**config.mk**
```make
export PLATFORM = sky130hd
export DESIGN_NAME = wb_gpio_irq
export DESIGN_NICKNAME = d
export VERILOG_FILES = /design/src/rtl/wb_gpio_pkg.sv /design/src/rtl/gpio_sync_edge.sv /design/src/rtl/wb_gpio_irq.sv
export SDC_FILE = /design/constraint.sdc
export NUM_CORES = 1
export LEC_CHECK = 0
export CAP_MARGIN = 20
export CORE_MARGIN = 5
export CORE_UTILIZATION = 50
export CTS_CLUSTER_DIAMETER = 120
export DETAILED_ROUTE_END_ITERATION = 12
export GPL_TIMING_DRIVEN = 0
export PLACE_DENSITY = 0.9
export SYNTH_ARGS = -nofsm -noshare
export SYNTH_HDL_FRONTEND = slang
export SYNTH_HIERARCHICAL = 1
export SYNTH_SLANG_ARGS = --single-unit
```
**constraint.sdc**
```tcl
create_clock -name wb_clk_i -period 2.8 [get_ports wb_clk_i]
set_clock_uncertainty 0.2 [all_clocks]
set_input_delay 0.56 -clock wb_clk_i [delete_from_list [all_inputs] [get_ports wb_clk_i]]
set_output_delay 0.56 -clock wb_clk_i [all_outputs]
set_load 0.02 [all_outputs]
```
**src/rtl/wb_gpio_pkg.sv**
```systemverilog
// Shared register indices and byte-enable helpers for the Wishbone GPIO block.
package wb_gpio_pkg;

  localparam logic [2:0] REG_IN      = 3'd0;
  localparam logic [2:0] REG_OUT     = 3'd1;
  localparam logic [2:0] REG_DIR     = 3'd2;
  localparam logic [2:0] REG_SET     = 3'd3;
  localparam logic [2:0] REG_CLR     = 3'd4;
  localparam logic [2:0] REG_RISE_EN = 3'd5;
  localparam logic [2:0] REG_FALL_EN = 3'd6;
  localparam logic [2:0] REG_STATUS  = 3'd7;

  function automatic logic [31:0] sel_mask(input logic [3:0] sel);
    logic [31:0] m;
    m = '0;
    for (int i = 0; i < 4; i++) begin
      m[8*i +: 8] = {8{sel[i]}};
    end
    return m;
  endfunction

endpackage

```
**src/rtl/gpio_sync_edge.sv**
```systemverilog
// Multi-flop input synchroniser with a previous-value register
// producing per-bit rise/fall strobes.
module gpio_sync_edge #(
  parameter int WIDTH  = 8,
  parameter int STAGES = 2
) (
  input  logic             i_clk,
  input  logic             i_rst,
  input  logic [WIDTH-1:0] i_d,
  output logic [WIDTH-1:0] o_sync,
  output logic [WIDTH-1:0] o_rise,
  output logic [WIDTH-1:0] o_fall
);

  logic [STAGES-1:0][WIDTH-1:0] r_sync;
  logic [WIDTH-1:0]             r_prev;

  always_ff @(posedge i_clk) begin
    if (i_rst) begin
      r_sync <= '0;
      r_prev <= '0;
    end else begin
      r_sync <= {r_sync[STAGES-2:0], i_d};
      r_prev <= r_sync[STAGES-1];
    end
  end

  assign o_sync = r_sync[STAGES-1];
  assign o_rise = r_sync[STAGES-1] & ~r_prev;
  assign o_fall = ~r_sync[STAGES-1] & r_prev;

endmodule

```
**src/rtl/wb_gpio_irq.sv**
```systemverilog
// Wishbone GPIO controller: direction, atomic set/clear,
// synchronised inputs and sticky edge status with a level interrupt.
module wb_gpio_irq
  import wb_gpio_pkg::*;
#(
  parameter int                    GPIO_WIDTH  = 8,
  parameter int                    SYNC_STAGES = 2,
  parameter logic [GPIO_WIDTH-1:0] OUT_RESET   = '0,
  parameter logic [GPIO_WIDTH-1:0] DIR_RESET   = '0
) (
  input  logic                  wb_clk_i,
  input  logic                  wb_rst_i,
  input  logic [4:0]            wb_adr_i,
  input  logic [31:0]           wb_dat_i,
  input  logic [3:0]            wb_sel_i,
  input  logic                  wb_we_i,
  input  logic                  wb_cyc_i,
  input  logic                  wb_stb_i,
  output logic [31:0]           wb_dat_o,
  output logic                  wb_ack_o,
  input  logic [GPIO_WIDTH-1:0] gpio_i,
  output logic [GPIO_WIDTH-1:0] gpio_o,
  output logic [GPIO_WIDTH-1:0] gpio_dir_o,
  output logic                  irq_o
);

  localparam int W = GPIO_WIDTH;

  logic [W-1:0] r_out;
  logic [W-1:0] r_dir;
  logic [W-1:0] r_rise_en;
  logic [W-1:0] r_fall_en;
  logic [W-1:0] r_status;
  logic [31:0]  r_dat;
  logic         r_ack;
  logic         r_irq;

  logic [W-1:0] w_sync;
  logic [W-1:0] w_rise;
  logic [W-1:0] w_fall;
  logic         w_acc;
  logic         w_wr;
  logic [2:0]   w_idx;
  logic [31:0]  w_mask32;
  logic [W-1:0] w_mask;
  logic [W-1:0] w_wd;
  logic [W-1:0] w_clr;
  logic [W-1:0] w_status_nxt;
  logic [W-1:0] w_rd;
  logic         w_unused;

  gpio_sync_edge #(
    .WIDTH  (W),
    .STAGES (SYNC_STAGES)
  ) u_sync (
    .i_clk  (wb_clk_i),
    .i_rst  (wb_rst_i),
    .i_d    (gpio_i),
    .o_sync (w_sync),
    .o_rise (w_rise),
    .o_fall (w_fall)
  );

  assign w_acc    = wb_cyc_i & wb_stb_i & ~r_ack;
  assign w_wr     = w_acc & wb_we_i;
  assign w_idx    = wb_adr_i[4:2];
  assign w_mask32 = sel_mask(wb_sel_i);
  assign w_mask   = w_mask32[W-1:0];
  assign w_wd     = wb_dat_i[W-1:0] & w_mask;
  assign w_unused = ^{wb_adr_i[1:0], wb_dat_i, w_mask32};

  // A fresh edge overrides a simultaneous W1C clear.
  assign w_clr = (w_wr && w_idx == REG_STATUS) ? w_wd : '0;
  assign w_status_nxt = (r_status & ~w_clr)
                      | (w_rise & r_rise_en)
                      | (w_fall & r_fall_en);

  always_comb begin
    w_rd = '0;
    case (w_idx)
      REG_IN:      w_rd = w_sync;
      REG_OUT:     w_rd = r_out;
      REG_DIR:     w_rd = r_dir;
      REG_RISE_EN: w_rd = r_rise_en;
      REG_FALL_EN: w_rd = r_fall_en;
      REG_STATUS:  w_rd = r_status;
      default:     w_rd = '0;
    endcase
  end

  always_ff @(posedge wb_clk_i) begin
    if (wb_rst_i) begin
      r_out     <= OUT_RESET;
      r_dir     <= DIR_RESET;
      r_rise_en <= '0;
      r_fall_en <= '0;
      r_status  <= '0;
      r_dat     <= '0;
      r_ack     <= 1'b0;
      r_irq     <= 1'b0;
    end else begin
      r_ack    <= w_acc;
      r_irq    <= |r_status;
      r_status <= w_status_nxt;
      if (w_acc) r_dat <= 32'(w_rd);
      if (w_wr) begin
        case (w_idx)
          REG_OUT:     r_out     <= (r_out & ~w_mask) | w_wd;
          REG_DIR:     r_dir     <= (r_dir & ~w_mask) | w_wd;
          REG_SET:     r_out     <= r_out | w_wd;
          REG_CLR:     r_out     <= r_out & ~w_wd;
          REG_RISE_EN: r_rise_en <= (r_rise_en & ~w_mask) | w_wd;
          REG_FALL_EN: r_fall_en <= (r_fall_en & ~w_mask) | w_wd;
          default: ;
        endcase
      end
    end
  end

  assign wb_dat_o   = r_dat;
  assign wb_ack_o   = r_ack;
  assign gpio_o     = r_out;
  assign gpio_dir_o = r_dir;
  assign irq_o      = r_irq;

endmodule
```
==> flow_summary.toml <==
[status]
status = "completed"

[clock_tree]
cts_root_buffer = "clkbuf_8"
cts_resized = 0
cts_max_path_buffers = 2
cts_hold_buf = 0
numCtsBuffers = 9
post_cts_buffers = 0
cts_tree = "done"
clock_latency_ns = 0.37
cts_sinks = 74
clk_pin_slew_ns = 0.07
h-tree-depth = 3

[hold_path]
hp-start = "u_sync/r_sync[4]"
holdPathEnd = "u_sync/o_sync[4]"
min_path_cells = 1
min_path_type = "flip-flop to flip-flop"

[pwr]
clkPwrFrac_pct = 36.1
peakVddDrop_uv = 362
swShare_pct = 26.8
cellLeakagePower_nw = 1.95
p_int_w = 0.00153
power_density_nw_per_um2 = 489
combPwrFrac_pct = 11.9
switchingPower_w = 0.000559
p_seq_share_pct = 52.0

[sta]
post-route-period-util_pct = 87.0
fin_crit_ns = 2.44
hold_viol_final = 0
maxSlewViolCount = 0
tightest_slew_ns = 0.659
tns_ns = 0
rsz0062_at_grt = "no"
max_freq_ghz = 0.410
setup_viol = 0
maxSlewHeadroom_pct = 56.1
setup_ws_ns = 0.363

[worst_setup_path]
r2r-end = "wb_dat_o[7]"
reg2reg_setup_slack_ns = 0.85
reg2reg_from = "wb_ack_o"
crit_required_ns = 2.82
rr_worst_depth = 4
cp_max_fo = 12
crit_type = "primary input to flip-flop"
end_kind = "flip-flop"
arrival_ns = 2.46
start_kind = "primary input"

[flow_run]
drv_cap = 0

[yosys]
ys.warnings.count = 6
synth_area_per_cell_sq_um = 9.52
yosys.area.top_type = "dfxtp_1"
ys_top_cells_by_area = "dfxtp_1 44%, mux2i_1 8.5%, buf_4 8.0%, nor2b_1 4.8%, nor2_1 4.0%"
synth_seq_area_share_pct = 43.6
synthTopCellsByCount = "74 x dfxtp_1, 36 x buf_4, 36 x nor2_1"
ys.flop_type = "dfxtp_1"
synthesis.area_sq_um = 3400
syn_inst = 357
ys_ff_latch = 74
synth_edf_count = 0
synth_most_common_cell = "dfxtp_1"
async_flop_share_pct = 0
yosys.area.top_type_share_pct = 43.6
synth_cell_type_count = 39

[grt]
grt_use_total_pct = 20.7
antenna_found_initial = 0
grt_pass1_wl_um = 13600
grt_pass1_vias = 2812
grt_max_degree = 14
grt_overflow = 0

[detailed_routing]
ant_nets = 0
drcViolationCount = 0
initialDrtViolationCount = 244
wl_per_cell_um = 16.6
wl_um = 8710
dr.pass1.iters = 5
num_vias = 2845
vias_per_cell = 5.41

[cells_and_area]
seq_area_sq_um = 1480
fin_nets = 495
final_cells = 526
fill_cells = 565
antenna_cells = 0
syn_to_final_growth_pct = 25.5
drive_above_1_share_pct = 19.7
multi_input_area_sq_um = 1660

[die]
die_area_sq_um = 8540
std_cell_rows = 30
pin_count = 104
initial_core_util_pct = 50.6
die_h_um = 92.4
coreArea_sq_um = 6720
dieWidth_um = 92.4

[place]
place_congestion = 0.967
dp.cells = 510
place_hpwl_um = 6160
pre_cts_slack_ns = 0.00484
io_buffers = 50
-- cells in the final DEF (no fill, tap or decap), types with 3 or more instances in the layout --
cell / n
clkbuf_8: 10
nand3_1: 3
nand2_1: 19
a32o_1: 5
a22oi_1: 17
nand3b_1: 3
a21oi_1: 17
conb_1: 24
clkdlybuf4s50_1: 50
buf_4: 36
a211o_2: 6
nor2_1: 36
mux2i_1: 29
nor2b_2: 14
and2b_1: 4
mux2_2: 6
clkinvlp_4: 3
dfxtp_1: 74
o21ai_0: 15
nor2b_1: 26
and3_1: 8
buf_2: 4
clkbuf_1: 7
-- per-layer routing --
| metal | wire length, um | share of wire [%] | track usage, % | vias up |
|---|---|---|---|---|
| met4 | 224 | 2.6 | 11.5 | 0 |
| li1 | - | - | - | 1368 |
| met3 | 748 | 8.6 | 5.04 | 21 |
| met2 | 4030 | 46 | 33.7 | 144 |
| met5 | 0 | 0 | 0 | - |
| met1 | 3710 | 43 | 24.9 | 1312 |
-- power by group through the flow --
stage,sequential (W),clock (W),combinational [W]
6_report,0.00108,0.000753,0.000249
5_1_grt,0.00109,0.000811,0.000265
4_1_cts,0.00108,0.000763,0.000244
3_5_place_dp,0.00111,0,0.000243
3_3_place_gp,0.00111,0,0.000238
2_1_floorplan,0.00111,0,0.000151
-- critical path: stages --
cell and delay (ns):
clkdlybuf4s50_1 0.79, clkbuf_1 0.42, clkbuf_1 0.56, nor2_1 0.12
-- worst max path at each step --
stage | startpoint | endpoint | slack [ns]
floorplan | wb_adr_i[2] | wb_dat_o[7] | 0.98
global placement | wb_sel_i[0] | flip-flop | 0.1
detailed placement | wb_rst_i | flip-flop | 0.005
CTS | wb_rst_i | flip-flop | 0.38
global route | wb_rst_i | flip-flop | 0.23
finish | wb_rst_i | flip-flop | 0.36
-- logic make-up after synthesis --
logic type,Yosys count,share of synthesized area (%)
and+or+nand+nor,124,20.6
DFF,74,43.6
AOI/OAI and AO/OA,72,15.0
buffers and inverters,51,10.2
muxes,35,10.5
other,1,0.110
-- per-stage QoR --
| stage | power, W | cell area, sq um | hold slack (ns) | util [%] |
|---|---|---|---|---|
| after floorplan | 0.00126 | 3480 | 0.211 | - |
| after global placement | 0.00134 | 4080 | 0.217 | 60.8 |
| after detailed placement | 0.00135 | 4080 | 0.225 | 60.8 |
| after CTS | 0.00209 | 4260 | 0.243 | 63.4 |
| after global routing | 0.00216 | 4260 | 0.260 | 63.4 |
| final | 0.00209 | 4260 | 0.238 | 63.4 |
-- area by class of cell --
class	instances	area share, %
inverters	1	0.0881
multi-input cells	255	38.8
clock buffers	10	3.23
plain buffers	50	8.04
repair buffers	50	11.7
well taps	80	2.35
clock inverters	6	0.969
flip-flops and latches	74	34.8
Power figures use the tool's default switching activity.
==> RTL edit 1, RTL diff (same flow settings) <==
Change the parameter `GPIO_WIDTH` from 8 to 10.
--- a/src/rtl/wb_gpio_irq.sv
+++ b/src/rtl/wb_gpio_irq.sv
@@ -3,7 +3,7 @@
 module wb_gpio_irq
   import wb_gpio_pkg::*;
 #(
-  parameter int                    GPIO_WIDTH  = 8,
+  parameter int                    GPIO_WIDTH  = 10,
   parameter int                    SYNC_STAGES = 2,
   parameter logic [GPIO_WIDTH-1:0] OUT_RESET   = '0,
   parameter logic [GPIO_WIDTH-1:0] DIR_RESET   = '0
Interface: changed (resized gpio_dir_o, gpio_i and gpio_o); port bits go from 104 to 110. The function was not compared with the original's and may differ.
==> RTL edit 1 against the unedited design <==
  * Combinational power rose by 26%
  * Setup slack better by 120 ps
  * Non-clock buffer count rose by 13
  * Global-route usage grew 0.41 points
  * Critical path depth rose by 1
  * Utilization grew 0.22 points
  * Total power rose by 25%
  * Highest routed layer unchanged
  * Final area is 23% higher
  * Clock power up 27%
  * Fmax up 5.1%
  * Sequential cell count up 18
  * Wire length increased by 25%
  * Die area rose by 22%
  * Synthesized area grew 25%
==> RTL edit 1: results (changes against the unedited design) <==
Finish
  • Final net count: 573 (was 495)
  • Fraction of layout instances using a drive strength above 1: 19.5% (was 19.7%)
  • Fill cells: 680 (was 565)
  • Inserted Diodes: 0 (unchanged)

Yosys
  • Most used DFF post-synth: dfxtp_1 (unchanged)
  • Dominant cells by area after synthesis: dfxtp_1 43%, mux2i_1 10%, buf_4 6.0% (was dfxtp_1 44%, mux2i_1 8.5%, buf_4 8.0%)
  • Synth cell count leaders: 92 x dfxtp_1, 43 x mux2i_1, 34 x buf_4, 34 x nor2_1, 28 x nor2b_1 (was 74 x dfxtp_1, 36 x buf_4, 36 x nor2_1, 29 x mux2i_1, 26 x nor2b_1)
  • Avg Cell Area, Syn: 9.90 um^2 (was 9.52 um^2)
  • Seq/Total Area, Yosys: 43.5% (was 43.6%)
  • Netlist cell types: 45 (was 39)
  • Async set-reset flop share out of synthesis: 0% (unchanged)

Worst setup path
  • Critical Path Fanout Max: 10 (was 12)
  • Worst EP arrival: 2350 ps (was 2460 ps)

Routing
  • Vias/cell: 5.54 (was 5.41)
  • DRT iter0 DRCs: 270 (was 244)
  • Wirelength per Cell: 17.3 um (was 16.6 um)
  • Via Count: 3,472 (was 2,845)
  • First-pass detailed-route iteration total: 5 (unchanged)

Global route
  • Initial antenna violation count: 0 (unchanged)
  • Pin count of the biggest net entering global routing: 18 (was 14)
  • Global-route wire length before repair: 17.1 mm (was 13.6 mm)
  • Total GRT Usage: 21.1% (was 20.7%)
  • Vias in the first global route: 3,293 (was 2,812)

Clock network
  • Clock root buffer: clkbuf_8 (unchanged)
  • Postcts setup bufs: 0 (unchanged)
  • Clock transition at path regs: 100 ps (was 70 ps)
  • Clock Latency Late Sink: 360 ps
  • Post-cts sizing count: 0 (unchanged)

Placed design
  • Dpl hpwl: 8.14 mm (was 6.16 mm)
  • Placed Cells: 611 (was 510)
  • Number of port buffers: 57 (was 50)
  • Placed cell area: 5020 um^2 (was 4080 um^2)
  • GP Congestion: 0.867 (was 0.967)

Pwr
  • LEAKAGE: 0.00234 uW (was 0.00195 uW)
  • Maximum vdd drop: 0.372 mV (was 0.362 mV)

Status
  • Outcome: complete, no violations (unchanged)

STA
  • Worst Max-Slew Pin Slew: 671 ps (was 659 ps)

Hold path
  • Tightest Hold Check Type: in -> reg (was reg -> reg)
RTL edit 1: changes by cell type after synthesis, sizes merged, moves of 6 or more:
cell,unedited run,this run
a22o,0,9
inv,1,11
a22oi,17,10
a211o,8,0
o21ai,15,23
nor2b,40,52
dfxtp,74,92
and3,8,2
o2bb2ai,0,8
mux2i,29,43
RTL edit 1: cell type report:
type | count | area share, %
Buffer | 56 | 7.39
Clock buffer | 10 | 2.63
Clock inverter | 6 | 1.46
Inverter | 11 | 0.789
Multi-Input combinational cell | 290 | 39.1
Sequential cell | 92 | 35.2
Tap cell | 105 | 2.51
Timing Repair Buffer | 57 | 10.9
RTL edit 1: path summary, 6_finish.rpt:
check	from	to	slack, ps	cells past startpoint
max	wb_sel_i[0]	flip-flop	480	5
min	wb_rst_i	u_sync/o_sync[8]	220	2
max reg2reg	wb_ack_o	flip-flop	830	5
min reg2reg	u_sync/r_sync[4]	u_sync/o_sync[4]	240	1
RTL edit 1: kinds of logic (layout without fill, tap and decap cells):
group	count (synthesis)	count (layout)	synth area share (%)
DFF	92	92	43.5
buffers and inverters	67	140	10.1
and+or+nand+nor	124	124	18.3
muxes	48	48	11.6
AOI/OAI and AO/OA	96	96	16.5
other	1	22	0.0885
RTL edit 1: stage by stage:
step,utilization [%],setup slack [ps],hold slack [ps]
4_1_cts,63.7,475,223
3_3_place_gp,61.1,211,216
3_5_place_dp,61.1,117,226
6_report,63.7,483,220
5_1_grt,63.7,412,210
2_1_floorplan,-,884,214
RTL edit 1: layer usage:
layer  vias up  routed length [um]  GRT usage (%)
met5         -                   0              0
met4         0                 183           6.36
met3        16                 894           3.89
met2       158                5100           34.8
met1      1658                4690           28.2
li1       1640                   -              -
RTL edit 1: critical path, cell delays in order:
cell	delay, ps
clkdlybuf4s50_1	590
buf_1	470
nand4_4	360
mux2i_1	300
nor2_1	60
RTL edit 1: power by group:
group | total [uW] | switching (uW) | internal, uW | leakage (uW)
logic | 313 | 174 | 139 | 0.00148
registers | 1350 | 14.2 | 1330 | 0.000747
clock network | 957 | 503 | 455 | 0.000110
total | 2620 | 691 | 1930 | 0.00234
==> RTL edit 2, RTL diff (config.mk and constraints unchanged) <==
Made on the original files. Put one more register stage on the output `irq_o`, cleared by the reset. The value now appears one clock later. The other outputs are not delayed to match.
--- a/src/rtl/wb_gpio_irq.sv
+++ b/src/rtl/wb_gpio_irq.sv
@@ -121,6 +121,12 @@
   assign wb_ack_o   = r_ack;
   assign gpio_o     = r_out;
   assign gpio_dir_o = r_dir;
-  assign irq_o      = r_irq;
+  always_ff @(posedge wb_clk_i) begin
+    if (wb_rst_i) begin
+      irq_o <= '0;
+    end else begin
+      irq_o <= r_irq;
+    end
+  end
 
 endmodule
Formal check against the unedited RTL: not equivalent (Yosys sat finds a counterexample within 10 cycles, from zero or initial values and one cycle with wb_rst_i high).
==> RTL edit 2 against the unedited design <==
  * Register-to-register slack lost 40 ps
  * Count of clock-buffer cells in the layout is 2 higher
  * Final area grew 4.1%
  * Synthesized area increased by 3.3%
  * Wire length rose by 9.6%
  * Sequential cell count increased by 1
  * Highest routed layer unchanged
  * Worst hold slack improved by 0.87 ps
  * Setup slack got worse by 270 ps
  * Total power grew 10%
  * Combinational power grew 4%
  * Clock power increased by 25%
  * Final cell count rose by 4.0%
==> RTL edit 2: results (changes against the unedited design) <==
Pwr
  • Ratio of total power to cell area: 518 nW/um^2 (was 489 nW/um^2)
  • LEAKAGE: 0.00184 uW (was 0.00195 uW)
  • Maximum vdd drop: 0.297 mV (was 0.362 mV)

Yosys
  • Mux share of post-synthesis cell area: 9.20% (was 10.5%)
  • Post-Synth Adder-Cell Area: 0% (unchanged)
  • Dominant cells by area after synthesis: dfxtp_1 43%, mux2i_1 8.6%, buf_4 7.5% (was dfxtp_1 44%, mux2i_1 8.5%, buf_4 8.0%)
  • Synth cell count leaders: 75 x dfxtp_1, 35 x buf_4, 32 x nor2_1, 30 x mux2i_1, 23 x nor2b_1 (was 74 x dfxtp_1, 36 x buf_4, 36 x nor2_1, 29 x mux2i_1, 26 x nor2b_1)
  • Synth Area in XOR/XNOR: 0% (unchanged)
  • Netlist cell types: 47 (was 39)
  • Async set-reset flop share out of synthesis: 0% (unchanged)
  • Mapped Cells: 363 (was 357)
  • Seq/Total Area, Yosys: 42.8% (was 43.6%)
  • Compound-cell area share of the yosys netlist: 16.0% (was 15.0%)
  • Ys Warns: 6 (unchanged)

Global route
  • Vias in the first global route: 2,963 (was 2,812)
  • Total GRT Usage: 22.1% (was 20.7%)
  • Pin count of the biggest net entering global routing: 13 (was 14)
  • Global-route wire length before repair: 14.8 mm (was 13.6 mm)

Placed design
  • Number of port buffers: 49 (was 50)
  • Placed cell area: 4210 um^2 (was 4080 um^2)
  • Pre-CTS setup slack: -204 ps (was 4.84 ps)
  • Dpl hpwl: 6.55 mm (was 6.16 mm)
  • Placed Cells: 531 (was 510)
  • GP Congestion: 0.954 (was 0.967)

Routing
  • Post-Route WL: 9.55 mm (was 8.71 mm)
  • First-pass detailed-route iteration total: 5 (unchanged)
  • Via Count: 3,083 (was 2,845)
  • DRT iter0 DRCs: 307 (was 244)

Worst setup path
  • Flop2flop setup slack: 810 ps (was 850 ps)
  • Worst EP arrival: 2740 ps (was 2460 ps)
  • Critical Path Sink: r_status[5]
  • Critical Path Fanout Max: 10 (was 12)
  • Critical Path Source: wb_adr_i[3] (was wb_rst_i)

Clock network
  • Post-cts sizing count: 0 (unchanged)
  • Clock Latency Late Sink: 360 ps
  • Clk buf depth: 2 (unchanged)

Finish
  • Final net count: 500 (was 495)
  • Layout Cells excl Fill: 547 (was 526)
  • Fraction of layout instances using a drive strength above 1: 18.4% (was 19.7%)
  • Fill cells: 561 (was 565)

STA
  • Worst Max-Slew Pin Slew: 952 ps (was 659 ps)
  • Share of the clock period used by the worst path: 96.8% (was 87.0%)

Status
  • Outcome: complete, no violations (unchanged)
-- RTL edit 2: worst min path at each step --
stage                             to  slack, ps             start  cells after the start
CTS                 u_sync/o_sync[3]        240  u_sync/r_sync[3]                      1
global placement    u_sync/o_sync[7]        210  u_sync/r_sync[7]                      1
floorplan           u_sync/o_sync[7]        210  u_sync/r_sync[7]                      1
global route        u_sync/o_sync[3]        260  u_sync/r_sync[3]                      1
finish              u_sync/o_sync[3]        240  u_sync/r_sync[3]                      1
detailed placement  u_sync/o_sync[3]        230  u_sync/r_sync[3]                      1
-- RTL edit 2: critical path, stage by stage --
cell and delay (ps):
clkdlybuf4s50_1 520, buf_4 210, clkbuf_1 480, nand4_1 520
o21ai_0 330, a21oi_1 110
-- RTL edit 2: layout make-up --
cell class | instances | area share (%)
multi-input cells | 258 | 39.3
flip-flops and latches | 75 | 33.8
repair buffers | 49 | 11.1
plain buffers | 51 | 7.81
clock buffers | 12 | 3.50
well taps | 96 | 2.71
clock inverters | 4 | 1.64
inverters | 2 | 0.169
-- RTL edit 2: power by group --
| group | internal, uW | switching [uW] |
|---|---|---|
| sequential | 1090 | 11.6 |
| clock | 549 | 392 |
| combinational | 112 | 146 |
-- RTL edit 2: per-layer routing --
| layer | GRT usage, % | wire length, um |
|---|---|---|
| met5 | 0 | 0 |
| met4 | 13.0 | 386 |
| met3 | 6.65 | 1160 |
| met2 | 33.9 | 4280 |
| met1 | 27.3 | 3720 |
-- RTL edit 2: logic make-up (layout without fill, tap and decap cells) --
logic type | after synthesis | after routing
other | 1 | 24
muxes | 32 | 32
and+or+nand+nor | 123 | 123
DFF | 75 | 75
AOI/OAI and AO/OA | 79 | 79
buffers and inverters | 53 | 118
